`config.mk`:
```
export PLATFORM = sky130hd
export DESIGN_NAME = game_move_arbiter
export DESIGN_NICKNAME = d
export VERILOG_FILES = /design/src/rtl/game_move_arbiter.sv
export SDC_FILE = /design/constraint.sdc
export NUM_CORES = 1
export LEC_CHECK = 0
export BUFFER_PORTS_ARGS = -buffer_cell sky130_fd_sc_hd__clkbuf_2
export CORE_MARGIN = 4
export CORE_UTILIZATION = 56
export DETAILED_ROUTE_END_ITERATION = 10
export GPL_TIMING_DRIVEN = 1
export PLACE_DENSITY = 0.84
export SKIP_LAST_GASP = 1
export SLEW_MARGIN = 15
export SYNTH_ARGS = -nofsm -noshare
export SYNTH_HDL_FRONTEND = slang
export SYNTH_SLANG_ARGS = --single-unit
```
`constraint.sdc`:
```
create_clock -name clk -period 5 [get_ports clk]
set_clock_uncertainty 0.2 [all_clocks]
set_input_delay 0.5 -clock clk [delete_from_list [all_inputs] [get_ports clk]]
set_output_delay 0.5 -clock clk [all_outputs]
set_load 0.01 [all_outputs]
```
`src/rtl/game_move_arbiter.sv`:
```
// Match controller for the counter-game core: sequences ROUNDS games, arbitrates the
// shared control input between two players, scores each game and declares the winner.
module game_move_arbiter #(
   parameter int         LOAD_W    = 4,
   parameter int         ROUNDS    = 3,
   parameter int         COOL_CYC  = 2,
   parameter logic [1:0] IDLE_CTRL = 2'b00,
   localparam int        RW        = $clog2(ROUNDS + 1)
) (
   input  logic              clk,
   input  logic              rst_n,
   input  logic              start,
   input  logic [LOAD_W-1:0] seed,
   input  logic              p0_valid,
   input  logic [1:0]        p0_ctrl,
   output logic              p0_ready,
   input  logic              p1_valid,
   input  logic [1:0]        p1_ctrl,
   output logic              p1_ready,
   output logic              game_init,
   output logic [LOAD_W-1:0] game_load,
   output logic [1:0]        game_ctrl,
   input  logic              game_over,
   input  logic [1:0]        game_who,
   output logic [RW-1:0]     round_cnt,
   output logic [RW-1:0]     p0_wins,
   output logic [RW-1:0]     p1_wins,
   output logic              busy,
   output logic              match_done,
   output logic [1:0]        match_winner
);

   localparam int CW = $clog2(COOL_CYC + 1);

   typedef enum logic [2:0] {
      S_IDLE,
      S_LOAD,
      S_PLAY,
      S_COOL,
      S_DONE
   } state_t;

   state_t            state;
   logic [LOAD_W-1:0] seed_q;
   logic [CW-1:0]     cool_cnt;
   logic              rr;        // 0: player 0 wins a tie, 1: player 1 wins a tie
   logic              grant_ok;
   logic              grant0;
   logic              grant1;

   // A game_over cycle carries no move: the game is finished and the control word is dropped.
   assign grant_ok = (state == S_PLAY) && !game_over;
   assign grant0   = grant_ok && p0_valid && (!p1_valid || !rr);
   assign grant1   = grant_ok && p1_valid && (!p0_valid ||  rr);

   assign p0_ready   = grant0;
   assign p1_ready   = grant1;
   assign game_init  = (state == S_IDLE) || (state == S_LOAD);
   assign busy       = (state != S_IDLE);
   assign match_done = (state == S_DONE);

   // NOTE: sequential state uses non-blocking assignments only, so every flop samples pre-edge values.
   always_ff @(posedge clk) begin
      if (!rst_n) begin
         state        <= S_IDLE;
         seed_q       <= '0;
         game_load    <= '0;
         game_ctrl    <= IDLE_CTRL;
         rr           <= 1'b0;
         cool_cnt     <= '0;
         round_cnt    <= '0;
         p0_wins      <= '0;
         p1_wins      <= '0;
         match_winner <= 2'b00;
      end else begin
         game_ctrl <= IDLE_CTRL;
         case (state)
            S_IDLE: begin
               if (start) begin
                  seed_q       <= seed;
                  game_load    <= seed;
                  round_cnt    <= '0;
                  p0_wins      <= '0;
                  p1_wins      <= '0;
                  match_winner <= 2'b00;
                  state        <= S_LOAD;
               end
            end
            S_LOAD: begin
               rr    <= 1'b0;
               state <= S_PLAY;
            end
            S_PLAY: begin
               if (game_over) begin
                  if (round_cnt != RW'(ROUNDS)) round_cnt <= round_cnt + RW'(1);
                  if (game_who == 2'b10 && p0_wins != RW'(ROUNDS)) p0_wins <= p0_wins + RW'(1);
                  if (game_who == 2'b01 && p1_wins != RW'(ROUNDS)) p1_wins <= p1_wins + RW'(1);
                  cool_cnt <= '0;
                  state    <= S_COOL;
               end else if (grant0) begin
                  game_ctrl <= p0_ctrl;
                  rr        <= 1'b1;
               end else if (grant1) begin
                  game_ctrl <= p1_ctrl;
                  rr        <= 1'b0;
               end
            end
            S_COOL: begin
               if (cool_cnt == CW'(COOL_CYC - 1)) begin
                  if (round_cnt == RW'(ROUNDS)) begin
                     match_winner <= (p0_wins > p1_wins) ? 2'b10 :
                                     (p1_wins > p0_wins) ? 2'b01 : 2'b11;
                     state        <= S_DONE;
                  end else begin
                     // round_cnt already counts the finished game, so it indexes the next one.
                     game_load <= seed_q + LOAD_W'(round_cnt);
                     state     <= S_LOAD;
                  end
               end else begin
                  cool_cnt <= cool_cnt + CW'(1);
               end
            end
            S_DONE:  state <= S_IDLE;
            default: state <= S_IDLE;
         endcase
      end
   end

endmodule
```
Word-level counts from Yosys, hierarchy flattened:

Cells that the tools add are included.

* add/sub/neg operators: 5
* mux-type cells: 33
* shifts and indexed selects: 0
* div/mod/pow operators: 0
* reductions and logical operators: 30
* $mul: 0
* bitwise operators: 2
* equal/unequal tests: 22
* magnitude comparators: 2

Operators by type and width (number)
* $mux 2: 15
* $ne 2x2->1 const B: 10
* $pmux 2 s2: 5
* $reduce_and 4->1: 5
* $mux 3: 4
* $mux 4: 3
* $pmux 3 s4: 1
* $reduce_and 3->1: 3
* $add 2x1->2 const B: 4
* $pmux 4 s2: 1
* $reduce_bool 2->1: 4
* $logic_and 1x1->1: 7
* $eq 3x2->1 const B: 2
* $ne 2x1->1 const B: 3
* $add 4x2->4: 1
* $eq 2x1->1 const B: 2
* $eq 2x2->1 const B: 2
* $gt 2x2->1: 2
* $logic_not 1->1: 4
* $eq 3x1->1 const B: 1
* $eq 3x3->1 const B: 1
* $logic_not 3->1: 1
* $logic_or 1x1->1: 3
* $mux 1: 3
* other kinds (6): 7

* logic and storage cells: 104
* register bits: 24
* bits in read-only memories: 0
* RAM bits: 0
* output and inout bits: 19
* bits in latches: 0
* memories kept: 0
* input port bits: 16

Longest topological paths before layout:

Gate-level depths: netlist of run 1.

* depth in word-level cells: 8
* mapped depth: 6
* mapped depth without buffers: 6

Worst setup path after synthesis of run 1:

OpenSTA, ideal clock, no wires.

* path type: input to output
* from: input port p0_valid
* to: output port p0_ready
* path buffers: 0
* stages on the path: 2
* slack: 3.024 ns
* arrival time: 1.276 ns
* required time: 4.300 ns
* cell sequence: a21boi_0 > nor4b_1

* word-level cells in the longest chain between the ends: 2

Ends and longest elaborated chain
* start, declared: RTL line 14 `input logic p0_valid,`
* $logic_and 1x1->1 (2 in a row): RTL line 53 `assign grant0 = grant_ok && p0_valid && (!p1_valid || !rr);`
* end, declared: RTL line 16 `output logic p0_ready,`

Every way passes these cells.

Final worst setup path of run 1:

* from: register state[1]
* to: output port p0_ready

* word-level cells in the longest chain between the ends: 4

Ends and longest elaborated chain
* start, declared: RTL line 43 `state_t state;`
* start signal, assigned: RTL line 65 `state <= S_IDLE;`
* start signal, assigned: RTL line 86 `state <= S_LOAD;`
* start signal, assigned: RTL line 91 `state <= S_PLAY;`
* $eq 3x2->1: RTL line 52 `assign grant_ok = (state == S_PLAY) && !game_over;`
* $logic_and 1x1->1: RTL line 52
* $logic_and 1x1->1 (2 in a row): RTL line 53

Every way passes these cells.

==> qor.yml, run 1 <==
run_status:
  status: "complete, no violations"
clock_tree:
  clock_latency_ns: 0.32
  h-tree-depth: 1
  clockRootBuffer: "clkbuf_4"
  clock-sinks: 24
  cts_hold_buf: 0
  cts_inserted_buffers: 3
  clk_pin_slew_worst_paths_ns: 0.14
  cts-resized-gates: 0
  postCtsSetupBuffers: 0
  cts_buffer_depth: 2
  tritoncts: "done"
sta:
  hold_slack_ns: 0.218
  period_share: 0.528
  setup_violations: 0
  report.final.slew_viol_count: 0
  max_freq_mhz: 379
  rsz0062_at_grt: "no"
  worstMarginPinSlew_ns: 0.666
  fin_ws_ns: 2.36
  setup-tns-final_ns: 0
  slew-limit-headroom: 0.555
  fin_crit_ns: 2.64
  finalHoldViolCount: 0
logic_synthesis:
  ys_warn_count: 0
  syn_nets: 183
  synth-main-ff-cell: "dfxtp_1"
  syn_avg_cell_area_um2: 9.04
  synthesis.area_um2: 1430
  synthCells: 158
  ys_types: 42
  async_flop_share: 0
  synth_edf_count: 0
  ys_seq_elements: 24
  yosysSeqAreaShare: 0.337
layout:
  final_cells: 217
  fin_nets: 213
  antenna_cells: 0
  n_fill_cell: 203
  register_area_um2: 480
  syn2layout_area_growth_pct: 14.1
  drive_gt1_frac: 0.235
  multiInputGateArea_um2: 832
global_routing:
  overflow: 0
  grt_usage: 0.200
  grt_pass1_wl_um: 5290
  grt_pass1_vias: 1171
  antenna_found_initial: 0
  grt_max_degree: 21
routing:
  wl_per_cell_um: 14.2
  ant_nets: 0
  drc: 0
  viasPerCell: 5.68
  routed_wl_um: 3090
  drt_iter0_drc: 81
  num_vias: 1233
  drt_first_pass_iters: 4
setup_path:
  critPathCaptureType: "primary output"
  r2r_end: "game_load[3]"
  slowest_stage: "dfxtp_1"
  worst-path-buf-inv: 1
  critical_path.top_delay_family: "flip-flops"
  crit_chain: "nand2b_1 > nor4b_1 > clkbuf_2"
  r2r_cells: 4
  cp.arrival_ns: 1.94
  cp-start-kind: "flip-flop"
  required_ns: 4.30
  cpPeakStageDelay_ns: 0.78
  timing.rr.start: "state[1]"
  rrSetupSlack_ns: 2.81
  crit_fanout: 20
  crit_type: "flip-flop to primary output"
flow_run:
  maxCapViolations: 0
placement:
  preCtsSetupSlack_ns: 2.74
  place_inst: 213
  numPortBuffers: 34
  routabilityCongestion: 0.785
  hpwl_um: 2340
pwr:
  leakagePower_nw: 0.712
  ir_worst_vdd_mv: 0.159
  p_per_area_nw_per_um2: 259
  power_uw: 422
floorplanning:
  dieHeight_um: 58.5
  dieArea_um2: 3420
  initial_core_util: 0.582
  die_x_um: 58.5
  core_um2: 2450
  core.rowCount: 18
  ios: 35
worst_hold_path:
  hold_path_class: "primary input to flip-flop"
  hold_path_end: "game_ctrl[1]"
  hp-start: "p1_ctrl[1]"
  whs_path_depth: 3
-- routing by layer --
layer | vias to the layer above | track usage | routed length, µm
met5 | - | 0 | 0
met4 | 0 | 0.0596 | 37
met3 | 4 | 0.0329 | 217
met2 | 44 | 0.344 | 1510
met1 | 569 | 0.255 | 1330
li1 | 616 | - | -
-- worst max path at each step --
stage                          end  startpoint  slack [ns]  cells after the start
after CTS                 p1_ready    state[1]        2.38                      3
after floorplan           p0_ready    p0_valid        3.02                      2
final                     p0_ready    state[1]        2.36                      3
after global placement    p0_ready    state[1]        2.85                      3
after detailed placement  p1_ready    state[1]        2.74                      3
after global routing      p0_ready    state[1]        2.20                      3
-- area by class of cell --
cell class,instances,share of cell area
Clock buffer,3,0.0138
Clock inverter,1,0.0184
Inverter,15,0.0346
Multi-Input combinational cell,110,0.511
Sequential cell,24,0.295
Tap cell,30,0.0230
Timing Repair Buffer,34,0.104
-- logic make-up after synthesis --
kind of cell	count (synthesis)	share of synthesized area
and+or+nand+nor	56	0.240
AOI/OAI and AO/OA	34	0.183
buffers and inverters	24	0.0806
DFF	24	0.337
muxes	9	0.0631
adders and majority gates	9	0.0841
xor gates and xnor gates	2	0.0123
-- metrics by stage --
stage	utilization	cell area, µm²
after floorplan	-	1430
after global placement	0.642	1580
after detailed placement	0.642	1580
after CTS	0.664	1630
after global routing	0.664	1630
final	0.664	1630
-- registers in the layout (all words and copies together) (netlist names) --
register      count
state             3
game_ctrl         2
p0_wins           2
round_cnt         2
match_winner      2
rr                1
seed_q            4
cool_cnt          2
p1_wins           2
game_load         4
-- tightest hold or removal path: stages --
cell      delay (ns)
clkbuf_2        0.08
a22oi_1         0.06
nor2_1          0.08
-- synthesized netlist by cell type, drive strengths merged, types with 3 or more instances --
library cell,n,area [µm²]
nand2,6,22.5
a21oi,9,52.6
nand2b,4,25.0
nor3,6,30.0
buf,6,47.5
clkbuf,3,11.3
or3b,3,26.3
o21ai,3,15.0
and2,6,37.5
ha,8,100
or3,3,18.8
mux2i,9,90.1
nor2,8,30.0
dfxtp,24,480
a21boi,3,22.5
inv,15,56.3
a2111oi,3,45.0
nor2b,11,68.8
-- cells in the final DEF, fill, tap and decap left out, types with 2 or more instances in the layout --
master / count
a21boi_0: 3
or3b_1: 3
o211ai_1: 2
a21oi_1: 7
o22ai_1: 2
a2111oi_2: 3
nand2b_1: 4
o211a_1: 2
nor4b_1: 2
clkbuf_2: 34
nor3_1: 6
o21a_1: 2
o21ai_0: 2
nor2_1: 8
a22oi_1: 2
ha_1: 8
mux2i_1: 9
dfxtp_1: 24
and2_1: 6
nor2b_1: 11
a21oi_2: 2
or3_1: 3
clkbuf_4: 3
inv_1: 15
or4_1: 2
nand2_1: 6
a31oi_1: 2
-- report_power, final --
part	total, mW	internal, mW	switching (mW)
logic	0.0670	0.0326	0.0344
registers	0.212	0.200	0.0124
clock network	0.143	0.0810	0.0621
(Power assumes the default switching activity.)
==> inputs of run 2 (changes only) <==
--- a/config.mk
+++ b/config.mk
@@ -7,10 +7,10 @@
 export LEC_CHECK = 0
 export BUFFER_PORTS_ARGS = -buffer_cell sky130_fd_sc_hd__clkbuf_2
 export CORE_MARGIN = 4
-export CORE_UTILIZATION = 56
+export CORE_UTILIZATION = 52
 export DETAILED_ROUTE_END_ITERATION = 10
 export GPL_TIMING_DRIVEN = 1
-export PLACE_DENSITY = 0.84
+export PLACE_DENSITY = 0.79
 export SKIP_LAST_GASP = 1
 export SLEW_MARGIN = 15
 export SYNTH_ARGS = -nofsm -noshare
==> constraint.sdc (replaced) <==
create_clock -name clk -period 2.6 [get_ports clk]
set_clock_uncertainty 0.2 [all_clocks]
set_input_delay 0.26 -clock clk [delete_from_list [all_inputs] [get_ports clk]]
set_output_delay 0.26 -clock clk [all_outputs]
set_load 0.01 [all_outputs]
==> qor.yml, run 2 (synthesized netlist as in run 1, its figures left out) <==
pwr:
  power_uw: 820
  ir_worst_vdd_mv: 0.336
  leakagePower_nw: 0.741
  p_per_area_nw_per_um2: 483
sta:
  finalHoldViolCount: 0
  slew-limit-headroom: 0.627
  worstMarginPinSlew_ns: 0.544
  setup-tns-final_ns: 0
  setup_violations: 0
  fin_crit_ns: 2.20
  period_share: 0.844
  rsz0062_at_grt: "no"
  max_freq_mhz: 455
  report.final.slew_viol_count: 0
  fin_ws_ns: 0.404
placement:
  numPortBuffers: 34
  place_inst: 214
  preCtsSetupSlack_ns: 0.453
  routabilityCongestion: 0.841
  hpwl_um: 2360
routing:
  drt_first_pass_iters: 4
  ant_nets: 0
  wl_per_cell_um: 14.5
  drc: 0
  drt_iter0_drc: 38
  viasPerCell: 5.74
  num_vias: 1286
  routed_wl_um: 3250
global_routing:
  grt_pass1_wl_um: 5340
  grt_pass1_vias: 1246
  overflow: 0
  grt_usage: 0.194
  antenna_found_initial: 0
  grt_max_degree: 21
clock_tree:
  tritoncts: "done"
  clock-sinks: 24
  cts_inserted_buffers: 3
  clk_pin_slew_worst_paths_ns: 0.13
  clockRootBuffer: "clkbuf_4"
  postCtsSetupBuffers: 0
  clock_latency_ns: 0.32
  h-tree-depth: 1
  cts_buffer_depth: 2
layout:
  antenna_cells: 0
  reg.largest.list: "game_load x4, seed_q x4, state x3"
  final_common_cell: "clkbuf_2"
  layout_common_cells: "clkbuf_2 (34), dfxtp_1 (23), inv_1 (15)"
  drive_gt1_frac: 0.237
  syn2layout_area_growth_pct: 18.9
  fin_nets: 220
  final_cells: 224
setup_path:
  r2r_cells: 5
  crit_fanout: 20
  critPathCaptureType: "primary output"
  crit_chain: "nand2b_1 > nor4b_1 > clkbuf_2"
  cpPeakStageDelay_ns: 0.59
  required_ns: 2.14
  cp.arrival_ns: 1.74
  slowest_stage: "dfxtp_2"
  cp-start-kind: "flip-flop"
  crit_type: "flip-flop to primary output"
flow_run:
  maxCapViolations: 0
floorplanning:
  initial_core_util: 0.561
  dieHeight_um: 60.4
  core_um2: 2540
  dieArea_um2: 3650
  ios: 35
  core.rowCount: 18
  die_x_um: 60.4
worst_hold_path:
  hold_path_class: "primary input to flip-flop"
  whs_path_depth: 3
run_status:
  status: "complete, no violations"
[run 2: metrics by stage]
| step | instance area [µm²] | hold slack (ns) | util |
|---|---|---|---|
| global placement | 1580 | 0.282 | 0.622 |
| floorplan | 1430 | 0.208 | - |
| global route | 1700 | 0.0353 | 0.667 |
| detailed placement | 1580 | 0.298 | 0.622 |
| finish | 1700 | 0.0461 | 0.667 |
| CTS | 1700 | 0.0351 | 0.667 |
[run 2: critical path, delay by kind of cell (launching register included)]
kind / cells / cell delay (ns)
buffers and inverters: 1 / 0.21
DFF: 1 / 0.59
and+or+nand+nor: 2 / 0.63
[run 2: worst paths after layout]
kind | from | to | slack (ns)
max | state[1] | p0_ready | 0.40
min | seed[3] | seed_q[3] | 0.05
max reg2reg | p0_wins[0] | p0_wins[0] | 0.58
min reg2reg | game_load[2] | game_load[2] | 0.32
[run 2: per-layer routing]
metal,GRT usage,vias to the layer above,wire (µm)
li1,-,631,-
met1,0.238,594,1330
met2,0.335,51,1610
met3,0.0277,10,234
met4,0.0918,0,78
met5,0,-,0
[run 2: cell type report]
cell class / count / area, µm²
Fill cell: 217 / 847
Inverter: 15 / 56.3
Sequential cell: 24 / 482
Clock buffer: 3 / 22.5
Tap cell: 30 / 37.5
Clock inverter: 1 / 30.0
Timing Repair Buffer: 41 / 238
Multi-Input combinational cell: 110 / 832
[run 2: power breakdown]
part	switching [mW]	internal (mW)	total, mW
combinational	0.0728	0.0711	0.144
clock	0.115	0.156	0.271
sequential	0.0208	0.384	0.405
[run 2: repair_timing]
| action | 4_1_cts | 5_1_grt |
|---|---|---|
| hold buffers | 6 | 0 |
| setup endpoints to repair | 0 | 1 |
| gates resized for setup | 0 | 1 |
| hold endpoints to repair | 4 | 0 |
==> inputs of run 3 (changes only) <==
--- a/config.mk
+++ b/config.mk
@@ -7,10 +7,10 @@
 export LEC_CHECK = 0
 export BUFFER_PORTS_ARGS = -buffer_cell sky130_fd_sc_hd__clkbuf_2
 export CORE_MARGIN = 4
-export CORE_UTILIZATION = 52
+export CORE_UTILIZATION = 47
 export DETAILED_ROUTE_END_ITERATION = 10
 export GPL_TIMING_DRIVEN = 1
-export PLACE_DENSITY = 0.79
+export PLACE_DENSITY = 0.75
 export SKIP_LAST_GASP = 1
 export SLEW_MARGIN = 15
 export SYNTH_ARGS = -nofsm -noshare
==> constraint.sdc (replaced) <==
create_clock -name clk -period 2 [get_ports clk]
set_clock_uncertainty 0.2 [all_clocks]
set_input_delay 0.2 -clock clk [delete_from_list [all_inputs] [get_ports clk]]
set_output_delay 0.2 -clock clk [all_outputs]
set_load 0.01 [all_outputs]
==> qor.yml, run 3 (synthesized netlist as in run 1, its figures left out) <==
sta:
  fin_ws_ns: 0.0616
  report.final.slew_viol_count: 0
  fin_crit_ns: 1.94
  finalHoldViolCount: 0
  slew-limit-headroom: 0.715
  setup_violations: 0
  worstMarginPinSlew_ns: 0.427
  rsz0062_at_grt: "yes"
  period_share: 0.969
  hold_slack_ns: 0.0531
  max_freq_mhz: 516
  setup-tns-final_ns: 0
layout:
  final_common_cell: "clkbuf_2"
  fin_nets: 228
  antenna_cells: 0
  n_fill_cell: 237
  final_util: 0.632
  layout_common_cells: "clkbuf_2 (34), dfxtp_1 (21), inv_1 (15)"
  reg.largest.list: "game_load x4, seed_q x4, state x3"
  drive_gt1_frac: 0.294
  syn2layout_area_growth_pct: 25.3
worst_hold_path:
  hold_path_class: "primary input to flip-flop"
run_status:
  status: "complete, no violations"
floorplanning:
  dieHeight_um: 63.1
  initial_core_util: 0.505
  core_um2: 2830
  core.rowCount: 19
  ios: 35
  die_x_um: 63.1
  dieArea_um2: 3980
clock_tree:
  cts_buffer_depth: 2
  cts_inserted_buffers: 3
  clock-sinks: 24
  clk_pin_slew_worst_paths_ns: 0.12
  clock_latency_ns: 0.31
  tritoncts: "done"
  clockRootBuffer: "clkbuf_4"
  h-tree-depth: 1
pwr:
  leakagePower_nw: 0.780
  p_per_area_nw_per_um2: 530
  power_uw: 949
  ir_worst_vdd_mv: 0.337
routing:
  drt_iter0_drc: 49
  ant_nets: 0
  num_vias: 1291
  drt_first_pass_iters: 4
  viasPerCell: 5.56
  drc: 0
  routed_wl_um: 3480
  wl_per_cell_um: 15.0
placement:
  routabilityCongestion: 0.828
  preCtsSetupSlack_ns: 0.0302
  hpwl_um: 2600
  numPortBuffers: 34
global_routing:
  grt_pass1_wl_um: 5490
  grt_usage: 0.170
  grt_pass1_vias: 1286
  overflow: 0
  antenna_found_initial: 0
  grt_max_degree: 21
setup_path:
  cp.arrival_ns: 1.96
  critPathCaptureType: "flip-flop"
  required_ns: 2.02
  crit_fanout: 4
  cp-start-kind: "flip-flop"
  crit_type: "flip-flop to flip-flop"
flow_run:
  maxCapViolations: 0
run 3: critical path, stage by stage (launching register included):
cell	delay, ns
dfxtp_1	0.36
ha_1	0.19
or3b_1	0.41
a2111oi_4	0.40
mux2i_1	0.12
and2_1	0.16
run 3: worst paths after layout:
check,start,end,slack (ns),depth (start not counted)
setup / recovery,p1_wins[1],p1_wins[0],0.06,5
hold / removal,seed[1],seed_q[1],0.05,5
setup reg to reg,p1_wins[1],p1_wins[0],0.06,5
hold reg to reg,game_load[0],game_load[0],0.32,1
run 3: repair_timing:
| item | CTS | global route |
|---|---|---|
| endpoints found under the hold margin | 5 | 0 |
| endpoints found under the setup margin | 2 | 5 |
| hold buffers | 7 | 0 |
| pin swaps | 0 | 0 |
| gates cloned | 0 | 0 |
| buffers inserted | 0 | 0 |
| gates resized for setup | 3 | 9 |
run 3: where the power goes:
group / internal [mW] / leakage (nW) / switching, mW / total, mW
combinational: 0.110 / 0.570 / 0.105 / 0.215
sequential: 0.500 / 0.197 / 0.0267 / 0.526
clock: 0.0704 / 0.0138 / 0.137 / 0.207
run 3: stage by stage:
stage,area [µm²],cells
finish,1790,232
global route,1790,232
floorplan,1430,158
CTS,1740,232
global placement,1640,222
detailed placement,1640,222
run 3: routing by layer:
metal,GRT usage,vias to the layer above,routed length [µm]
li1,-,643,-
met1,0.201,602,1490
met2,0.296,37,1760
met3,0.0302,9,149
met4,0.0744,0,78
met5,0,-,0
run 3: area by class of cell:
class | instances | area [µm²] | area share
Inverter | 15 | 56.3 | 0.0315
Clock buffer | 3 | 22.5 | 0.0126
Timing Repair Buffer | 49 | 300 | 0.168
Tap cell | 31 | 38.8 | 0.0217
Multi-Input combinational cell | 110 | 885 | 0.494
Sequential cell | 24 | 487 | 0.272
